**src/rtl/suma_mult_sched.sv**
```systemverilog
// rtl/suma_mult_sched.sv - round-robin scheduler sharing one sum/multiply core between two requesters
module suma_mult_sched #(
    parameter int unsigned TIMEOUT = 65535,
    parameter int unsigned TW      = 20
) (
    input  logic        clk,
    input  logic        rst_n,
    input  logic        req0,
    input  logic        req1,
    input  logic [15:0] n0,
    input  logic [15:0] n1,
    output logic        done0,
    output logic        done1,
    output logic        err0,
    output logic        err1,
    output logic [31:0] res,
    output logic        busy,
    output logic        core_start,
    output logic [15:0] core_n,
    input  logic [31:0] core_X,
    input  logic        core_b
);

    typedef enum logic [2:0] {
        S_IDLE  = 3'd0,
        S_RUN   = 3'd1,
        S_CAPT  = 3'd2,
        S_ABORT = 3'd3,
        S_CLR   = 3'd4
    } state_t;

    localparam logic [TW-1:0] CNT_LAST = TW'(TIMEOUT - 1);

    state_t        state_q, state_d;
    logic          gid_q, gid_d;
    logic          last_q, last_d;
    logic [TW-1:0] cnt_q, cnt_d;
    logic [15:0]   core_n_q, core_n_d;
    logic [31:0]   res_q, res_d;
    logic [1:0]    done_q, done_d;
    logic [1:0]    err_q, err_d;
    logic          core_start_q, core_start_d;
    logic          busy_q, busy_d;
    logic          grant;

    // Arbitration: a lone request wins; on contention the side not served last wins.
    always_comb begin
        grant = (req0 && req1) ? ~last_q : req1;
    end

    // Next-state and registered-output logic; start/busy follow the state one cycle later.
    always_comb begin
        state_d      = state_q;
        gid_d        = gid_q;
        last_d       = last_q;
        cnt_d        = cnt_q;
        core_n_d     = core_n_q;
        res_d        = res_q;
        done_d       = 2'b00;
        err_d        = 2'b00;
        core_start_d = (state_q == S_RUN);
        busy_d       = (state_q != S_IDLE);
        case (state_q)
            S_IDLE: begin
                if (req0 || req1) begin
                    core_n_d = grant ? n1 : n0;
                    gid_d    = grant;
                    last_d   = grant;
                    cnt_d    = '0;
                    state_d  = S_RUN;
                end
            end
            S_RUN: begin
                if (core_b) begin
                    state_d = S_CAPT;
                end else if (cnt_q == CNT_LAST) begin
                    state_d = S_ABORT;
                end else begin
                    cnt_d = cnt_q + TW'(1);
                end
            end
            S_CAPT: begin
                res_d   = core_X;
                done_d  = gid_q ? 2'b10 : 2'b01;
                state_d = S_CLR;
            end
            S_ABORT: begin
                err_d   = gid_q ? 2'b10 : 2'b01;
                state_d = S_CLR;
            end
            S_CLR: begin
                // A result flag still high from the finished job must not complete the next one.
                if (!core_b) begin
                    state_d = S_IDLE;
                end
            end
            default: begin
                state_d = S_IDLE;
            end
        endcase
    end

    // State and output registers; last resets to 1 so requester 0 wins the first contest.
    always_ff @(posedge clk or negedge rst_n) begin
        if (!rst_n) begin
            state_q      <= S_IDLE;
            gid_q        <= 1'b0;
            last_q       <= 1'b1;
            cnt_q        <= '0;
            core_n_q     <= '0;
            res_q        <= '0;
            done_q       <= 2'b00;
            err_q        <= 2'b00;
            core_start_q <= 1'b0;
            busy_q       <= 1'b0;
        end else begin
            state_q      <= state_d;
            gid_q        <= gid_d;
            last_q       <= last_d;
            cnt_q        <= cnt_d;
            core_n_q     <= core_n_d;
            res_q        <= res_d;
            done_q       <= done_d;
            err_q        <= err_d;
            core_start_q <= core_start_d;
            busy_q       <= busy_d;
        end
    end

    assign done0      = done_q[0];
    assign done1      = done_q[1];
    assign err0       = err_q[0];
    assign err1       = err_q[1];
    assign res        = res_q;
    assign busy       = busy_q;
    assign core_start = core_start_q;
    assign core_n     = core_n_q;

endmodule

```
**config.mk**
```make
export PLATFORM = sky130hd
export DESIGN_NAME = suma_mult_sched
export DESIGN_NICKNAME = d
export VERILOG_FILES = /design/src/rtl/suma_mult_sched.sv
export SDC_FILE = /design/constraint.sdc
export NUM_CORES = 1
export LEC_CHECK = 0
export ABC_AREA = 1
export ABC_CLOCK_PERIOD_IN_PS = 1800
export CELL_PAD_IN_SITES_DETAIL_PLACEMENT = 1
export CELL_PAD_IN_SITES_GLOBAL_PLACEMENT = 1
export CORE_MARGIN = 4
export CORE_UTILIZATION = 34
export CTS_CLUSTER_SIZE = 28
export DETAILED_ROUTE_END_ITERATION = 10
export PLACE_DENSITY_LB_ADDON = 0.1
export SETUP_SLACK_MARGIN = 0.15
export SKIP_CTS_REPAIR_TIMING = 1
export SYNTH_ARGS = -nofsm -noshare
export SYNTH_HDL_FRONTEND = slang
export SYNTH_SLANG_ARGS = --single-unit
```
**constraint.sdc**
```tcl
create_clock -name clk -period 1.8 [get_ports clk]
set_clock_uncertainty 0.15 [all_clocks]
set_input_delay 0.45 -clock clk [delete_from_list [all_inputs] [get_ports clk]]
set_output_delay 0.45 -clock clk [all_outputs]
set_load 0.02 [all_outputs]
```
Word-level counts from Yosys, hierarchy flattened:

Cells that the tools add are included.

* bitwise operators: 1
* muxes and demuxes: 14
* $add $sub $neg: 1
* equal/unequal tests: 10
* reductions and logical operators: 9

Operators with widths (number)
* 20-bit two-way mux: 3
* 20-bit one-hot mux with 2 select lines: 1
* 20-bit by 1-bit adder with 20-bit output (second input constant): 1
* 20-bit by 16-bit equality test with 1-bit output (second input constant): 1
* 16-bit two-way mux: 1
* 3-bit two-way mux: 4
* 3-bit one-hot mux with 4 select lines: 1
* 2-bit != test (second input constant): 4
* 3-bit by 2-bit equality test with 1-bit output (second input constant): 2
* 2-bit two-way mux: 3
* 4-bit AND reduction: 1
* 3-bit by 1-bit equality test with 1-bit output (second input constant): 1
* 3-bit equality test (second input constant): 1
* 3-bit zero test: 1
* 3-bit by 2-bit != test with 1-bit output (second input constant): 1
* 3-bit AND reduction: 1
* 3-bit nonzero test: 1
* 2-bit AND reduction: 1
* 2-bit nonzero test: 1
* 2-bit OR reduction: 1
* 1-bit logical AND: 1
* 1-bit logical OR: 1
* 1-bit two-way mux: 1
* 1-bit NOT: 1

* register bits: 79
* input bits: 69
* output and inout port bits: 54
* logic and storage cells: 45

Longest topological paths before layout:

Gate-level depths: netlist of the first run.

* depth after elaboration: 4
* depth in mapped cells: 11
* gate-level depth less buffers: 10

Least setup slack after synthesis of the first run:

OpenSTA, ideal clock, no wires.

* kind: register to register
* from: register cnt_q[0]
* to: register cnt_q[16]
* period minus slack after synthesis: 1.579 ns
* stages on the path, launching flop included: 11
* data arrival time: 1.312 ns
* buffers on the path: 0
* path slack: 0.221 ns
* data required time: 1.534 ns
* setup time: 0.116 ns
* path through: dfrtp_1 -> ha_1 -> nand2_1 -> nor2_2 -> nand2_1 -> nor3_1 -> nand2_1 -> nand2_1 -> nor2_1 -> nand2_1 -> nand2_1

* longest elaborated chain between the ends: 4
* elaborated cells between the ends (all ways): 7
* classes of those cells: add/sub: 1; eq/ne: 2; mux: 3; reduce/logical: 1

Ends and longest elaborated chain
* from (decl): RTL line 37 `logic [TW-1:0] cnt_q, cnt_d;`
* from (signal assigned): RTL line 120 `cnt_q <= cnt_d;`
* 20-bit by 1-bit adder with 20-bit output: RTL line 79 `cnt_d = cnt_q + TW'(1);`
* 20-bit two-way mux: RTL line 76 `end else if (cnt_q == CNT_LAST) begin`
* 20-bit two-way mux: RTL line 74 `if (core_b) begin`
* 20-bit one-hot mux with 2 select lines: RTL line 63 `case (state_q)`

Several ways; a longest one is shown, not always the timed one. The select of a mux whose other input is x is not followed.
A chain may end at the register's enable or synchronous reset.

Final worst setup path of the first run:

* from: register state_q[1]
* to: register cnt_q[11]

* longest elaborated chain between the ends: 3
* elaborated cells between the ends (all ways): 8
* classes of those cells: eq/ne: 4; mux: 1; reduce/logical: 3

Ends and longest elaborated chain
* from (decl): RTL line 34 `state_t state_q, state_d;`
* from (signal assigned): RTL line 117 `state_q <= state_d;`
* 3-bit by 1-bit equality test with 1-bit output *
* via core_start_d: RTL line 42 `logic core_start_q, core_start_d;`
* 2-bit != test (no line) or 2-bit nonzero test (tied branches)
* 4-bit AND reduction (no line)

Mark *: on every way through the listed nets, which the timed path passes. The rest lies on a longest branch.

==> results of run 1 <==
==> worst max-delay path: cells and delay by family, from the launching register on <==
kind / cells / cell delay [ns]
compound gates: 1 / 0.24
buf+inv: 4 / 0.59
flops: 1 / 0.41
simple gates: 4 / 0.37
==> per-layer routing <==
metal,part of all wire,GRT usage,vias up
met5,0,0,-
met4,0.015,0.05048,0
met3,0.045,0.04118,21
met2,0.53,0.3073,104
met1,0.41,0.2274,1808
li1,-,-,1709
==> how the worst max path moves through the flow <==
stage	from	end	slack (ns)	cells after the start
2_1_floorplan	cnt_q[0]	cnt_q[16]	0.22	10
3_3_place_gp	req0	cnt_q[5]	-0.17	8
3_5_place_dp	req0	cnt_q[13]	-0.25	8
4_1_cts	core_n[10]	core_n[10]	-0.18	1
5_1_grt	cnt_q[0]	cnt_q[6]	-0.11	10
6_report	state_q[1]	cnt_q[11]	-0.02	9
==> synth_stat cells, types with 2 or more instances <==
| cell | n |
|---|---|
| dfrtp_1 | 78 |
| nor2_2 | 3 |
| nand2_2 | 4 |
| nand3_2 | 2 |
| buf_6 | 2 |
| ha_1 | 2 |
| nand4_1 | 4 |
| nor3_1 | 3 |
| clkbuf_1 | 3 |
| nand3_1 | 25 |
| nor2_1 | 55 |
| o21ai_0 | 20 |
| inv_2 | 8 |
| nand2_1 | 92 |
| xor2_1 | 3 |
| buf_2 | 6 |
| inv_1 | 36 |
| o22ai_1 | 16 |
| buf_4 | 2 |
| a21oi_1 | 5 |
| mux2_2 | 32 |
| o21bai_1 | 3 |
==> state kept, by name, indices dropped and copies added (netlist names) <==
| name | cells |
|---|---|
| res | 32 |
| cnt_q | 20 |
| core_n | 16 |
| state_q | 3 |
| done_q | 2 |
| err_q | 2 |
| busy | 1 |
| core_start | 1 |
| gid_q | 1 |
| last_q | 1 |
==> logic make-up (layout without fill, tap and decap cells) <==
group                      after synthesis  count (layout)
and+or+nand+nor                        190             192
DFF                                     79              79
buffers and inverters                   57             238
AOI/OAI and AO/OA                       50              50
muxes                                   32              32
xor gates and xnor gates                 4               4
adders and majority gates                2               2
==> power groups by stage <==
| stage | Sequential (mW) | Clock (mW) | Combinational [mW] |
|---|---|---|---|
| 2_1_floorplan | 3.53 | 0 | 1.70 |
| 3_3_place_gp | 2.79 | 0 | 4.58 |
| 3_5_place_dp | 2.85 | 0 | 4.69 |
| 4_1_cts | 2.82 | 1.33 | 4.71 |
| 5_1_grt | 2.89 | 1.42 | 6.55 |
| 6_report | 2.82 | 1.30 | 6.20 |
==> area by class of cell <==
cell class,count,area (sq um),area share
clock buffer,11,151.4,0.02349
clock inverter,5,41.29,0.006407
inverter,44,186.4,0.02893
multi-input combinational,280,1943,0.3015
sequential,79,1979,0.3071
tap,140,175.2,0.02718
timing repair buffer,178,1968,0.3054
==> results by group, run 1 <==
Critical path
  • Critical-path maximum fanout: 5
  • Worst reg2reg startpoint: state_q[1]
  • Worst setup path class: register to register
  • FF-to-FF End: cnt_q[11]
  • R2R setup slack: -0.02 ns
  • Worst reg-to-reg path cell count: 9
  • Slowest cell on crit path: dfrtp_1
  • Startpoint types: register
  • Crit-path cells: inv_2 -> buf_4 -> nand3_2 -> inv_2 -> nand2_4 -> a21oi_4 -> clkbuf_16 -> nand2_1 -> nand2_1
  • Critical path's largest stage delay: 0.41 ns
  • Worst EP required: 1.95 ns
  • Kind of end point of the critical path: register
  • Critical path arrival: a little under 2 ns

STA
  • Setup violators final: 5
  • Fin worst setup slack: -0.02352 ns
  • F_max: approximately 0.55 GHz
  • RSZ-0062 raised after global routing: true
  • Final worst-path cycle share: 1.013
  • Crit path time final: 1.824 ns
  • Tightest Pin Transition: 0.3882 ns
  • Sum Neg Setup Slack: -0.03858 ns
  • Final hold violation count: 0
  • Slew Limit Fails: 0
  • Min Hold Slack: between 0.3 and 0.4 ns
  • Worst slew margin: 0.7412

Placement
  • Placed insts: 696
  • Cell area after placement: 5384 sq um
  • Port buffer count: 122
  • DP HPWL: around 8.5 mm
  • Routability cong.: 0.7646
  • Place WS: -0.2542 ns

Floorplan
  • Height of the die: 113.0 um
  • Core Area: roughly 11000 sq um
  • I/O pins: 123
  • Die span in x: around 110 um
  • Initial core utilization: 0.3471
  • Site Rows: 38
  • Full die area: 12760 sq um

Clocking
  • Clock Latency Late Sink: 0.36 ns
  • CTS root buf: clkbuf_8
  • H-tree levels: 3
  • Clock sink total: 79
  • CTS tree: yes
  • Reg clk slew, reported paths: 0.09 ns
  • TritonCTS Buffers: 9
  • Clock Path Buffers: 2

Synth
  • Synth top area cells: dfrtp_1 52%, mux2_2 9.6%, nand2_1 9.2%
  • Post-Syn Instances: 414
  • Synth Area in Adders: 0.006680
  • Main combinational cell family by area after synthesis: simple AND/OR/NAND/NOR gates
  • Yosys Warn Count: 0
  • Multiplexer area fraction after synthesis: 0.09619
  • Synth top area share: 0.5210
  • Async SR Flop Fraction: 1.000
  • Avg Cell Area, Syn: 9.049 sq um
  • XOR/XNOR Fraction of Synth Area: 0.009352
  • Sequential-to-total area share from yosys stat: 0.5281
  • Synth cell types: 32
  • EDFF count, synth: 0
  • Ys flop type: dfrtp_1
  • Syn_nets: just under 500
  • Mapped cell area: 3746 sq um
  • Simple-gate share of the synthesized area: 0.2134
  • FF+latch count, synth: 79
  • Area leader, netlist: dfrtp_1
  • Post-synthesis compound-gate area fraction: 0.08116

Drt
  • Post-route DRC violation count: 0
  • DR iter-0 viols: 167
  • Final WL: 13.58 mm
  • Vias per cell: 4.942
  • Avg WL per Cell: 18.43 um
  • ANT nets after route: 0
  • Via count: 3642
  • DRT Pass-1 Iters: 4

Pwr
  • Leakage power: 3.355 nW
  • Switching share of total power: 0.4148
  • Switching power: roughly 4.3 mW
  • Part of the power in the clock network: 0.126
  • Pwr Total: 10.32 mW
  • Logic pwr share: 0.601
  • Power density of the placed cells: 1601 nW/um^2
  • Reg power frac: 0.273
  • Internal: roughly 6 mW
  • Worst VDD drop: ~920 uV

Finish
  • Final Instance Area: between 6000 and 7000 sq um
  • Share of post-route cells with drive strength above 1: 0.3216
  • Ant diodes: 0
  • Non-Filler Instances: 737
  • Nets: 663
  • Layout area overhead: 72.04%
  • Post-route core utilization: 0.5971
  • Fill count: 1178
  • Most frequent cells in the layout: 77 x nand2_1, 77 x dfrtp_1, 67 x clkdlybuf4s50_1

Worst hold path
  • Hold Crit Endpoint: err_q[0]
  • Hold depth: 1
  • Worst Hold Launch: gid_q
  • Hold WC Path Type: register to register

GRT
  • Global-route wire length before repair: about 18 mm
  • Tot GR Track Use: 0.1793
  • Grt ovf: 0
  • Vias in the first global route: 3605
  • Largest net degree at the start of global routing: 35
  • Antenna violations before repair: 0

Run status
  • Failing checks: setup timing
  • Outcome: finished with violations

Run
  • Max_cap viols: 0
No activity file was read; power rests on OpenSTA's default activity.
==> inputs of run 2 (changes only) <==
Settings changed: ABC_CLOCK_PERIOD_IN_PS 1800 to 1500, CORE_UTILIZATION 34 to 31, GPL_TIMING_DRIVEN set to 1.
Clock period 1.8 ns to 1.5 ns, I/O delays scaled along.
==> run 2 against run 1 <==
Compared with the run above:
- via count rose by 2.8%
- the run still ends with setup timing left
- cell area is 6.0% higher
- wire length rose by 7.9%
==> results by group, run 2 (synthesized netlist as in run 1, its figures left out) <==
Clocking
  • Reg clk slew, reported paths: about 0.070 ns
  • CTS tree: yes
  • Clock Latency Late Sink: between 0.3 and 0.4 ns
  • Clock sink total: between 70 and 80
  • H-tree levels: 3
  • Clock Path Buffers: 2
  • CTS root buf: clkbuf_16
  • TritonCTS Buffers: 9

Finish
  • Nets: 699
  • Share of post-route cells with drive strength above 1: 0.4439
  • Fill count: 1293
  • Ant diodes: 0
  • Most common cell after layout, fill and taps aside: nand2_1
  • Most frequent cells in the layout: 87 x nand2_1, 75 x dfrtp_1, 70 x buf_4
  • Layout area overhead: 82.36%
  • Max reg flops: 32

Critical path
  • Crit-path cells: inv_2 -> nand2_2 -> nor2_4 -> clkinv_4 -> a21oi_4 -> buf_6 -> clkbuf_16 -> o22ai_2
  • Slowest cell on crit path: dfrtp_1
  • Worst setup path class: register to register
  • Worst EP required: 1.57 ns
  • Critical path's largest stage delay: 0.43 ns
  • Kind of end point of the critical path: register
  • Number of buffers and inverters on the critical path: 4
  • Startpoint types: register
  • Critical-path maximum fanout: 7
  • Critical path's top delay family: buffers and inverters
  • Critical path arrival: roughly 1.9 ns
  • R2R setup slack: -0.28 ns

Drt
  • Via count: 3745
  • DRT Pass-1 Iters: 4
  • Avg WL per Cell: 18.89 um
  • Vias per cell: slightly below 5
  • Post-route DRC violation count: 0
  • Final WL: 14.66 mm
  • ANT nets after route: 0
  • DR iter-0 viols: 164

Pwr
  • Power density of the placed cells: 2026 nW/um^2
  • Pwr Total: 13.84 mW
  • Leakage power: 3.113 nW
  • Worst VDD drop: 975.0 uV

STA
  • RSZ-0062 raised after global routing: true
  • Worst slew margin: 0.7910
  • Sum Neg Setup Slack: -11.09 ns
  • F_max: 0.5603 GHz
  • Fin worst setup slack: -0.2848 ns
  • Final worst-path cycle share: 1.190
  • Crit path time final: 1.785 ns
  • Slew Limit Fails: 0
  • Final hold violation count: 0
  • Setup violators final: 72
  • Tightest Pin Transition: 0.3135 ns

Floorplan
  • Initial core utilization: 0.3226
  • I/O pins: roughly 120
  • Site Rows: 39
  • Height of the die: 117.9 um
  • Die span in x: 117.9 um
  • Core Area: 11610 sq um
  • Full die area: 13910 sq um

Placement
  • Routability cong.: ~0.80
  • DP HPWL: about 9 mm
  • Port buffer count: 122

Worst hold path
  • Hold WC Path Type: input port to async pin

Run status
  • Outcome: finished with violations
  • Failing checks: setup timing

GRT
  • Tot GR Track Use: 0.1797
  • Vias in the first global route: between 3000 and 4000
  • Global-route wire length before repair: between 20 and 25 mm
  • Largest net degree at the start of global routing: 30
  • Antenna violations before repair: 0
  • Grt ovf: 0

Run
  • Max_cap viols: 0
run 2: cell types whose count changed in the layout (fill, tap and decap cells not counted), moves of 4 or more:
cell	change
buf_6	+57
dlymetal6s2s_1	-54
buf_4	+34
clkbuf_8	-11
nand2_1	+10
clkbuf_16	+9
nand2_2	-6
nand3_2	-6
nand2_4	-5
o22ai_4	+5
nand3_4	+4
nor2_1	-4
nor2_4	+4
o22ai_1	-4
run 2: final cells by class:
class / count / area [sq um] / share of cell area
flip-flops and latches: 79 / 1982 / 0.2901
inverters: 44 / 176.4 / 0.02582
well taps: 143 / 178.9 / 0.02619
multi-input cells: 278 / 1967 / 0.2879
repair buffers: 216 / 2200 / 0.3220
clock buffers: 9 / 225.2 / 0.03297
clock inverters: 7 / 102.6 / 0.01502
run 2: path summary, 6_finish.rpt:
kind	to	depth (start not counted)	startpoint
max reg2reg	core_n[14]	8	state_q[0]
min in group clk	last_q	2	last_q
min	res[11]	2	rst_n
max	core_n[14]	8	state_q[0]
max in group asynchronous	cnt_q[3]	3	rst_n
min reg2reg	last_q	2	last_q
run 2: metrics by stage:
step	area, sq um	utilization	hold WS (ns)	setup WS, ns	instances
floorplan	3816	-	-0.07059	-0.02236	414
global placement	5639	0.4856	0.1372	-0.3271	728
detailed placement	5639	0.4856	0.1364	-0.3981	728
CTS	5967	0.5138	-0.2415	-0.3889	744
global route	6832	0.5882	0.3420	-0.3220	776
finish	6832	0.5882	0.3222	-0.2848	776
run 2: report_power, final:
part           internal, mW  switching, mW
Combinational          3.96           3.80
Sequential             2.95          0.663
Clock                  1.48          0.986
run 2: routing by layer:
| metal | global-route usage | share of wire | up-vias |
|---|---|---|---|
| met4 | 0.06081 | 0.014 | 0 |
| met2 | 0.3026 | 0.54 | 84 |
| met5 | 0 | 0 | - |
| met3 | 0.05046 | 0.046 | 16 |
| li1 | - | - | 1778 |
| met1 | 0.2216 | 0.41 | 1867 |
